[config.mk]
export PLATFORM = sky130hd
export DESIGN_NAME = sr_excitation_driver
export DESIGN_NICKNAME = d
export VERILOG_FILES = /design/src/rtl/sr_drv_pkg.sv /design/src/rtl/sr_exc_checker.sv /design/src/rtl/sr_excitation_lut.sv /design/src/rtl/sr_excitation_driver.sv
export SDC_FILE = /design/constraint.sdc
export NUM_CORES = 1
export LEC_CHECK = 0
export BUFFER_PORTS_ARGS = -buffer_cell sky130_fd_sc_hd__buf_2
export CAP_MARGIN = 40
export CORE_AREA = 4 4 41 43
export DETAILED_ROUTE_END_ITERATION = 7
export DIE_AREA = 0 0 45 47
export HOLD_SLACK_MARGIN = 0.02
export PLACE_DENSITY = 0.71
export SLEW_MARGIN = 10
export SYNTH_ARGS = -nofsm -noshare
export SYNTH_HDL_FRONTEND = slang
export SYNTH_SLANG_ARGS = --single-unit
[constraint.sdc]
create_clock -name CP -period 1.7 [get_ports CP]
set_input_delay 0.17 -clock CP [delete_from_list [all_inputs] [get_ports CP]]
set_output_delay 0.17 -clock CP [all_outputs]
set_load 0.03 [all_outputs]
[src/rtl/sr_drv_pkg.sv]
// Shared types for the SR flip-flop excitation driver: FSM states, {S,R}
// excitation codes and the excitation-table lookup.
package sr_drv_pkg;

    typedef enum logic [1:0] {
        IDLE  = 2'd0,
        DRIVE = 2'd1,
        CHECK = 2'd2,
        DONE  = 2'd3
    } state_t;

    // Excitation codes are packed as {S,R}
    localparam logic [1:0] EXC_HOLD    = 2'b00;
    localparam logic [1:0] EXC_SET     = 2'b10;
    localparam logic [1:0] EXC_RST     = 2'b01;
    localparam logic [1:0] EXC_ILLEGAL = 2'b11;

    function automatic logic [1:0] sr_excitation(input logic cur, input logic target);
        logic [1:0] exc;
        case ({cur, target})
            2'b01:   exc = EXC_SET;
            2'b10:   exc = EXC_RST;
            default: exc = EXC_HOLD;
        endcase
        return exc;
    endfunction

endpackage

[src/rtl/sr_exc_checker.sv]
// Runtime invariants of the SR excitation driver: legal excitation codes,
// S/R only while driving, done/err only in the completion cycle.
module sr_exc_checker
    import sr_drv_pkg::*;
(
    input logic       clk,
    input logic       rst_n,
    input logic [1:0] lut_exc,
    input logic       s,
    input logic       r,
    input logic       done,
    input logic       err,
    input logic       in_drive,
    input logic       in_done
);

    lut_legal_a:  assert property (@(posedge clk) disable iff (!rst_n) lut_exc != EXC_ILLEGAL);
    sr_excl_a:    assert property (@(posedge clk) disable iff (!rst_n) !(s && r));
    sr_drive_a:   assert property (@(posedge clk) disable iff (!rst_n) (s || r) |-> in_drive);
    done_state_a: assert property (@(posedge clk) disable iff (!rst_n) (done || err) |-> in_done);

endmodule

[src/rtl/sr_excitation_lut.sv]
// Combinational SR excitation table: current state and target to {S,R}.
// The illegal code 2'b11 is unreachable by construction of sr_excitation().
module sr_excitation_lut
    import sr_drv_pkg::*;
(
    input  logic       cur,
    input  logic       target,
    output logic [1:0] exc
);

    // Table lookup
    always_comb begin
        exc = sr_excitation(cur, target);
    end

endmodule

[src/rtl/sr_excitation_driver.sv]
// Request-driven S/R excitation driver for a clocked SR flip-flop.
// Optional feedback confirmation is enabled by defining SR_FEEDBACK_CHECK_EN.
module sr_excitation_driver
    import sr_drv_pkg::*;
#(
    parameter int PULSE_CYCLES = 1,
    parameter int TIMEOUT      = 4
) (
    input  logic CP,
    input  logic RDn,
    input  logic req_valid,
    input  logic req_d,
    output logic req_ready,
    output logic S,
    output logic R,
    input  logic Q_fb,
    input  logic Qn_fb,
    output logic done,
    output logic err,
    output logic q_track
);

    // One counter serves both the pulse length and the feedback timeout
    localparam int CNT_MAX = (PULSE_CYCLES > TIMEOUT) ? PULSE_CYCLES : TIMEOUT;
    localparam int CNT_W   = $clog2(CNT_MAX + 1);
    localparam logic [CNT_W-1:0] CNT_ZERO     = CNT_W'(0);
    localparam logic [CNT_W-1:0] CNT_ONE      = CNT_W'(1);
    localparam logic [CNT_W-1:0] PULSE_LOAD   = CNT_W'(PULSE_CYCLES - 1);
`ifdef SR_FEEDBACK_CHECK_EN
    localparam logic [CNT_W-1:0] TIMEOUT_LOAD = CNT_W'(TIMEOUT - 1);
`endif

    state_t            state_r;
    logic [CNT_W-1:0]  cnt_r;
    logic              target_r;
    logic [1:0]        exc_s;
    logic              accept_s;

    assign accept_s = req_valid && req_ready;

`ifndef SR_FEEDBACK_CHECK_EN
    logic unused_fb_s;
    assign unused_fb_s = Q_fb ^ Qn_fb;
`endif

    sr_excitation_lut u_lut (
        .cur    (q_track),
        .target (req_d),
        .exc    (exc_s)
    );

    sr_exc_checker u_chk (
        .clk      (CP),
        .rst_n    (RDn),
        .lut_exc  (exc_s),
        .s        (S),
        .r        (R),
        .done     (done),
        .err      (err),
        .in_drive (state_r == DRIVE),
        .in_done  (state_r == DONE)
    );

    // Request FSM with registered excitation, handshake and status outputs
    always_ff @(posedge CP or negedge RDn) begin
        if (!RDn) begin
            state_r   <= IDLE;
            cnt_r     <= CNT_ZERO;
            target_r  <= 1'b0;
            req_ready <= 1'b1;
            S         <= 1'b0;
            R         <= 1'b0;
            done      <= 1'b0;
            err       <= 1'b0;
            q_track   <= 1'b0;
        end else begin
            case (state_r)
                IDLE: begin
                    if (accept_s) begin
                        target_r  <= req_d;
                        req_ready <= 1'b0;
                        if (exc_s == EXC_HOLD) begin
                            state_r <= DONE;
                            done    <= 1'b1;
                            q_track <= req_d;
                        end else begin
                            state_r <= DRIVE;
                            {S, R}  <= exc_s;
                            cnt_r   <= PULSE_LOAD;
                        end
                    end
                end
                DRIVE: begin
                    if (cnt_r == CNT_ZERO) begin
                        {S, R} <= EXC_HOLD;
`ifdef SR_FEEDBACK_CHECK_EN
                        state_r <= CHECK;
                        cnt_r   <= TIMEOUT_LOAD;
`else
                        state_r <= DONE;
                        done    <= 1'b1;
                        q_track <= target_r;
`endif
                    end else begin
                        cnt_r <= cnt_r - CNT_ONE;
                    end
                end
`ifdef SR_FEEDBACK_CHECK_EN
                CHECK: begin
                    if ((Q_fb == target_r) && (Qn_fb == !target_r)) begin
                        state_r <= DONE;
                        done    <= 1'b1;
                        q_track <= target_r;
                    end else if (cnt_r == CNT_ZERO) begin
                        // Give up and resynchronise to whatever Q reports
                        state_r <= DONE;
                        done    <= 1'b1;
                        err     <= 1'b1;
                        q_track <= Q_fb;
                    end else begin
                        cnt_r <= cnt_r - CNT_ONE;
                    end
                end
`endif
                DONE: begin
                    state_r   <= IDLE;
                    cnt_r     <= CNT_ZERO;
                    done      <= 1'b0;
                    err       <= 1'b0;
                    req_ready <= 1'b1;
                end
                default: begin
                    state_r   <= IDLE;
                    cnt_r     <= CNT_ZERO;
                    S         <= 1'b0;
                    R         <= 1'b0;
                    done      <= 1'b0;
                    err       <= 1'b0;
                    req_ready <= 1'b1;
                end
            endcase
        end
    end

endmodule
==> out/results.txt <==
Cells fill 54.62% of the core in the end. The post-detailed-route DRC marker count came out at 0. The endpoint kind of the worst setup timing path was a register.

The startpoint of the lowest-slack hold path was req_d. The floorplan has 13 rows. In this run the vertical extent of the chip is 47 µm.

The number of enable-type register cells in the synthesized netlist is 0. On the final layout, the worst hold slack is 0.2016 ns. Data arrives at the worst endpoint at 1.60 ns. The class of the most critical hold timing path was input pin to register. The number of H-tree levels is 1. Dividing total power by cell area gives a power density of 1558 mW/mm². The layout-stage area growth over the synthesis result works out to 10.08%. The required time of the critical path was 1.87 ns.

The path with the worst hold slack has its endpoint at target_r. Once the floorplan was initialized, standard cells occupied 49.62% of the core. The tools report the clock root buffer as sky130_fd_sc_hd__clkbuf_4. TritonCTS built the clock tree.

When the netlist entered floorplanning its net count stood at 70. The HPWL after detailed placement was 759.7 µm. VDD sags by at most 0.7895 mV.

Setup total negative slack on the finished layout was measured at 0 ns. In this run the mean area of a mapped cell was 10.76 µm². The time the final worst path needs with I/O delays and setup works out to 1.422 ns.

The first global-routing pass estimated 1711 µm of wire. The tools report the total clock buffers created by CTS as 3. Dividing the detail-routed via count by the number of cells gives 5.200. The final wirelength is 1015 µm. Of all cell types, the one taking the most synthesized area is sky130_fd_sc_hd__dfrtp_1. The logs give 0.26 ns for the later-pin clock latency in the skew report and 9 for the DRC marker count from the first detailed-route iteration.

The count of synthesis-stage warnings from yosys came out at 0. The number of pins exceeding their max-slew limit in the final report was 0; the total standard cell area after synthesis was 645.6 µm². After layout, the worst path uses 83.65% of the clock period.

Between clock sinks in the finished design, the worst skew comes to 0.0005485 ns. The run gives 0 as the number of hold violations in the final report. The tools report the filler cell count as 128.

After floorplanning, the core was sized to cover 0.001301 mm². Synthesis inferred 11 register bits. The pin count of the biggest net entering global routing is 12. The area of the die is 0.002115 mm².

The logs give 0 for the initial antenna violation count and 11.46% for the total global routing track utilization. Once the clock tree was built, the setup fixing pass inserted 0 buffers. The worst register-to-register path has a depth of 4. Most frequently used flop master after synthesis: sky130_fd_sc_hd__dfrtp_1. Number of max-capacitance violations reported: 0. Ranked by total cell area, the synthesized netlist is headed by sky130_fd_sc_hd__dfrtp_1, sky130_fd_sc_hd__ha_1, sky130_fd_sc_hd__inv_1, sky130_fd_sc_hd__dfstp_2, sky130_fd_sc_hd__nand4b_4.

In this run the horizontal extent of the chip is 45 µm. The worst hold path was traced through 2 stages. Number of vias in the routed layout: 442.

Summed over all cells, the static leakage comes to 0.3363 nW. The tools report the clock sink count as 11. 0 antenna diodes ended up in the layout. The congestion estimate from routability-driven global placement came to 0.6824.

Setup repair after global routing left no endpoint under its margin. The worst register-to-register path begins at q_track. Counting along the longest clock path gives a buffer depth of 2.

Counting flops with an async set or reset pin after synthesis yields a share of 100.0%. Based on the critical path, the design can be clocked at up to 0.7032 GHz. Sequential cells were found to cover 42.83% of the synthesized design area. The share of Yosys cell area claimed by the top area cell type works out to 38.76%.

Setup violations remaining at the end of the flow were counted as 0. Pin placement for this block handled 12 I/O pins. The largest fanout on the critical path is 6.

Count of buffers from port buffering: 8. The worst setup path is launched from a register. The count of antenna-violating nets left after detailed routing was 0; the reg-to-reg setup timing slack was 0.28 ns.

The number of unique standard cell types used by synthesis was 28. The run gives 60 as the number of instances in the synthesized netlist. The number of global-route vias before repair was 404; the clock transition time at the flip-flop clock pins of the worst setup and hold paths was 0.07 ns.

The run finished with clean final reports. For the final global-route overflow total, the log shows 0. Class of the most critical setup path: register to register. The share of layout cells above drive strength 1 was 27.14%. The terminus of the critical flop-to-flop path was cnt_r[0].

The final layout contains 81 nets. The count of TritonRoute iterations in the first routing pass came out at 4. The mean routed wirelength per cell is 11.94 µm.
placed cells by master (no fill, tap or decap), types with 2 or more instances in the layout:
master,instances
sky130_fd_sc_hd__nand2_1,4
sky130_fd_sc_hd__o221ai_1,2
sky130_fd_sc_hd__mux2i_1,2
sky130_fd_sc_hd__nand3_1,3
sky130_fd_sc_hd__dfrtp_1,10
sky130_fd_sc_hd__nand3b_1,2
sky130_fd_sc_hd__nand2b_1,2
sky130_fd_sc_hd__buf_2,8
sky130_fd_sc_hd__ha_1,4
sky130_fd_sc_hd__o21ai_0,2
sky130_fd_sc_hd__inv_1,8
sky130_fd_sc_hd__clkbuf_4,3
sky130_fd_sc_hd__a21oi_1,3
worst max-delay path: stages, from the launching register on:
cell	delay [ns]
sky130_fd_sc_hd__dfrtp_1	0.39
sky130_fd_sc_hd__ha_1	0.34
sky130_fd_sc_hd__nand3b_1	0.23
sky130_fd_sc_hd__nand2_1	0.12
sky130_fd_sc_hd__a311oi_2	0.24
cells in the mapped netlist (2+ instances only):
master	number
sky130_fd_sc_hd__a21oi_1	3
sky130_fd_sc_hd__mux2i_1	2
sky130_fd_sc_hd__nand3_1	3
sky130_fd_sc_hd__o21ai_0	2
sky130_fd_sc_hd__nand2_1	4
sky130_fd_sc_hd__o221ai_1	2
sky130_fd_sc_hd__nand3b_1	2
sky130_fd_sc_hd__inv_1	8
sky130_fd_sc_hd__nand2b_1	2
sky130_fd_sc_hd__ha_1	4
sky130_fd_sc_hd__buf_6	2
sky130_fd_sc_hd__dfrtp_1	10
flip-flops by register name, indices dropped and copies added (netlist names):
signal and cells:
req_ready 1, cnt_r 3, target_r 1, state_r 2, done 1, S 1
R 1, q_track 1
report_power, final:
group          total, mW  switching, mW  internal (mW)
sequential         0.478          0.126          0.352
clock              0.174         0.0830         0.0908
combinational      0.456          0.271          0.184
metrics by stage:
stage	area [µm²]	total power [mW]	setup WS, ns	instances
floorplan	645.6	0.8724	0.2396	60
global placement	674.4	0.9339	0.3012	80
detailed placement	674.4	0.9401	0.2743	80
CTS	710.7	1.120	0.2619	85
global route	710.7	1.195	0.1378	85
finish	710.7	1.107	0.2780	85
worst max path at each step:
stage	slack [ns]	depth (start not counted)	to	from
2_1_floorplan	0.24	4	cnt_r[0]	q_track
5_1_grt	0.14	4	cnt_r[1]	q_track
6_report	0.28	4	cnt_r[0]	q_track
4_1_cts	0.26	4	cnt_r[0]	q_track
3_3_place_gp	0.30	4	cnt_r[1]	q_track
3_5_place_dp	0.27	4	cnt_r[0]	q_track
layer usage:
| layer | vias up | routed length [µm] | GRT usage [%] |
|---|---|---|---|
| met5 | - | 0 | 0 |
| met4 | 0 | 26 | 8.772 |
| met3 | 5 | 42 | 2.299 |
| met2 | 11 | 512 | 18.08 |
| met1 | 201 | 434 | 13.74 |
| li1 | 225 | - | - |
cells by family (layout without fill, tap and decap cells):
family | Yosys count | count (layout) | share of synthesized area [%]
buffers and inverters | 11 | 21 | 9.303
and+or+nand+nor | 17 | 17 | 18.60
AOI/OAI and AO/OA | 12 | 12 | 13.76
adders and majority gates | 4 | 4 | 7.752
other | 1 | 1 | 0.5808
DFF | 11 | 11 | 42.83
muxes | 4 | 4 | 7.170
cell type report:
| type | instances | area [µm²] | area share, % |
|---|---|---|---|
| clock buffer | 4 | 26.28 | 3.697 |
| inverter | 8 | 30.03 | 4.225 |
| multi-input combinational | 38 | 309.0 | 43.49 |
| sequential | 11 | 276.5 | 38.91 |
| tap | 15 | 18.77 | 2.641 |
| timing repair buffer | 9 | 50.05 | 7.042 |
timing repair:
item	4_1_cts	5_1_grt
gates resized for setup	0	0
hold buffers	1	0
hold endpoints to repair	11	0
Power figures use the tool's default switching activity.
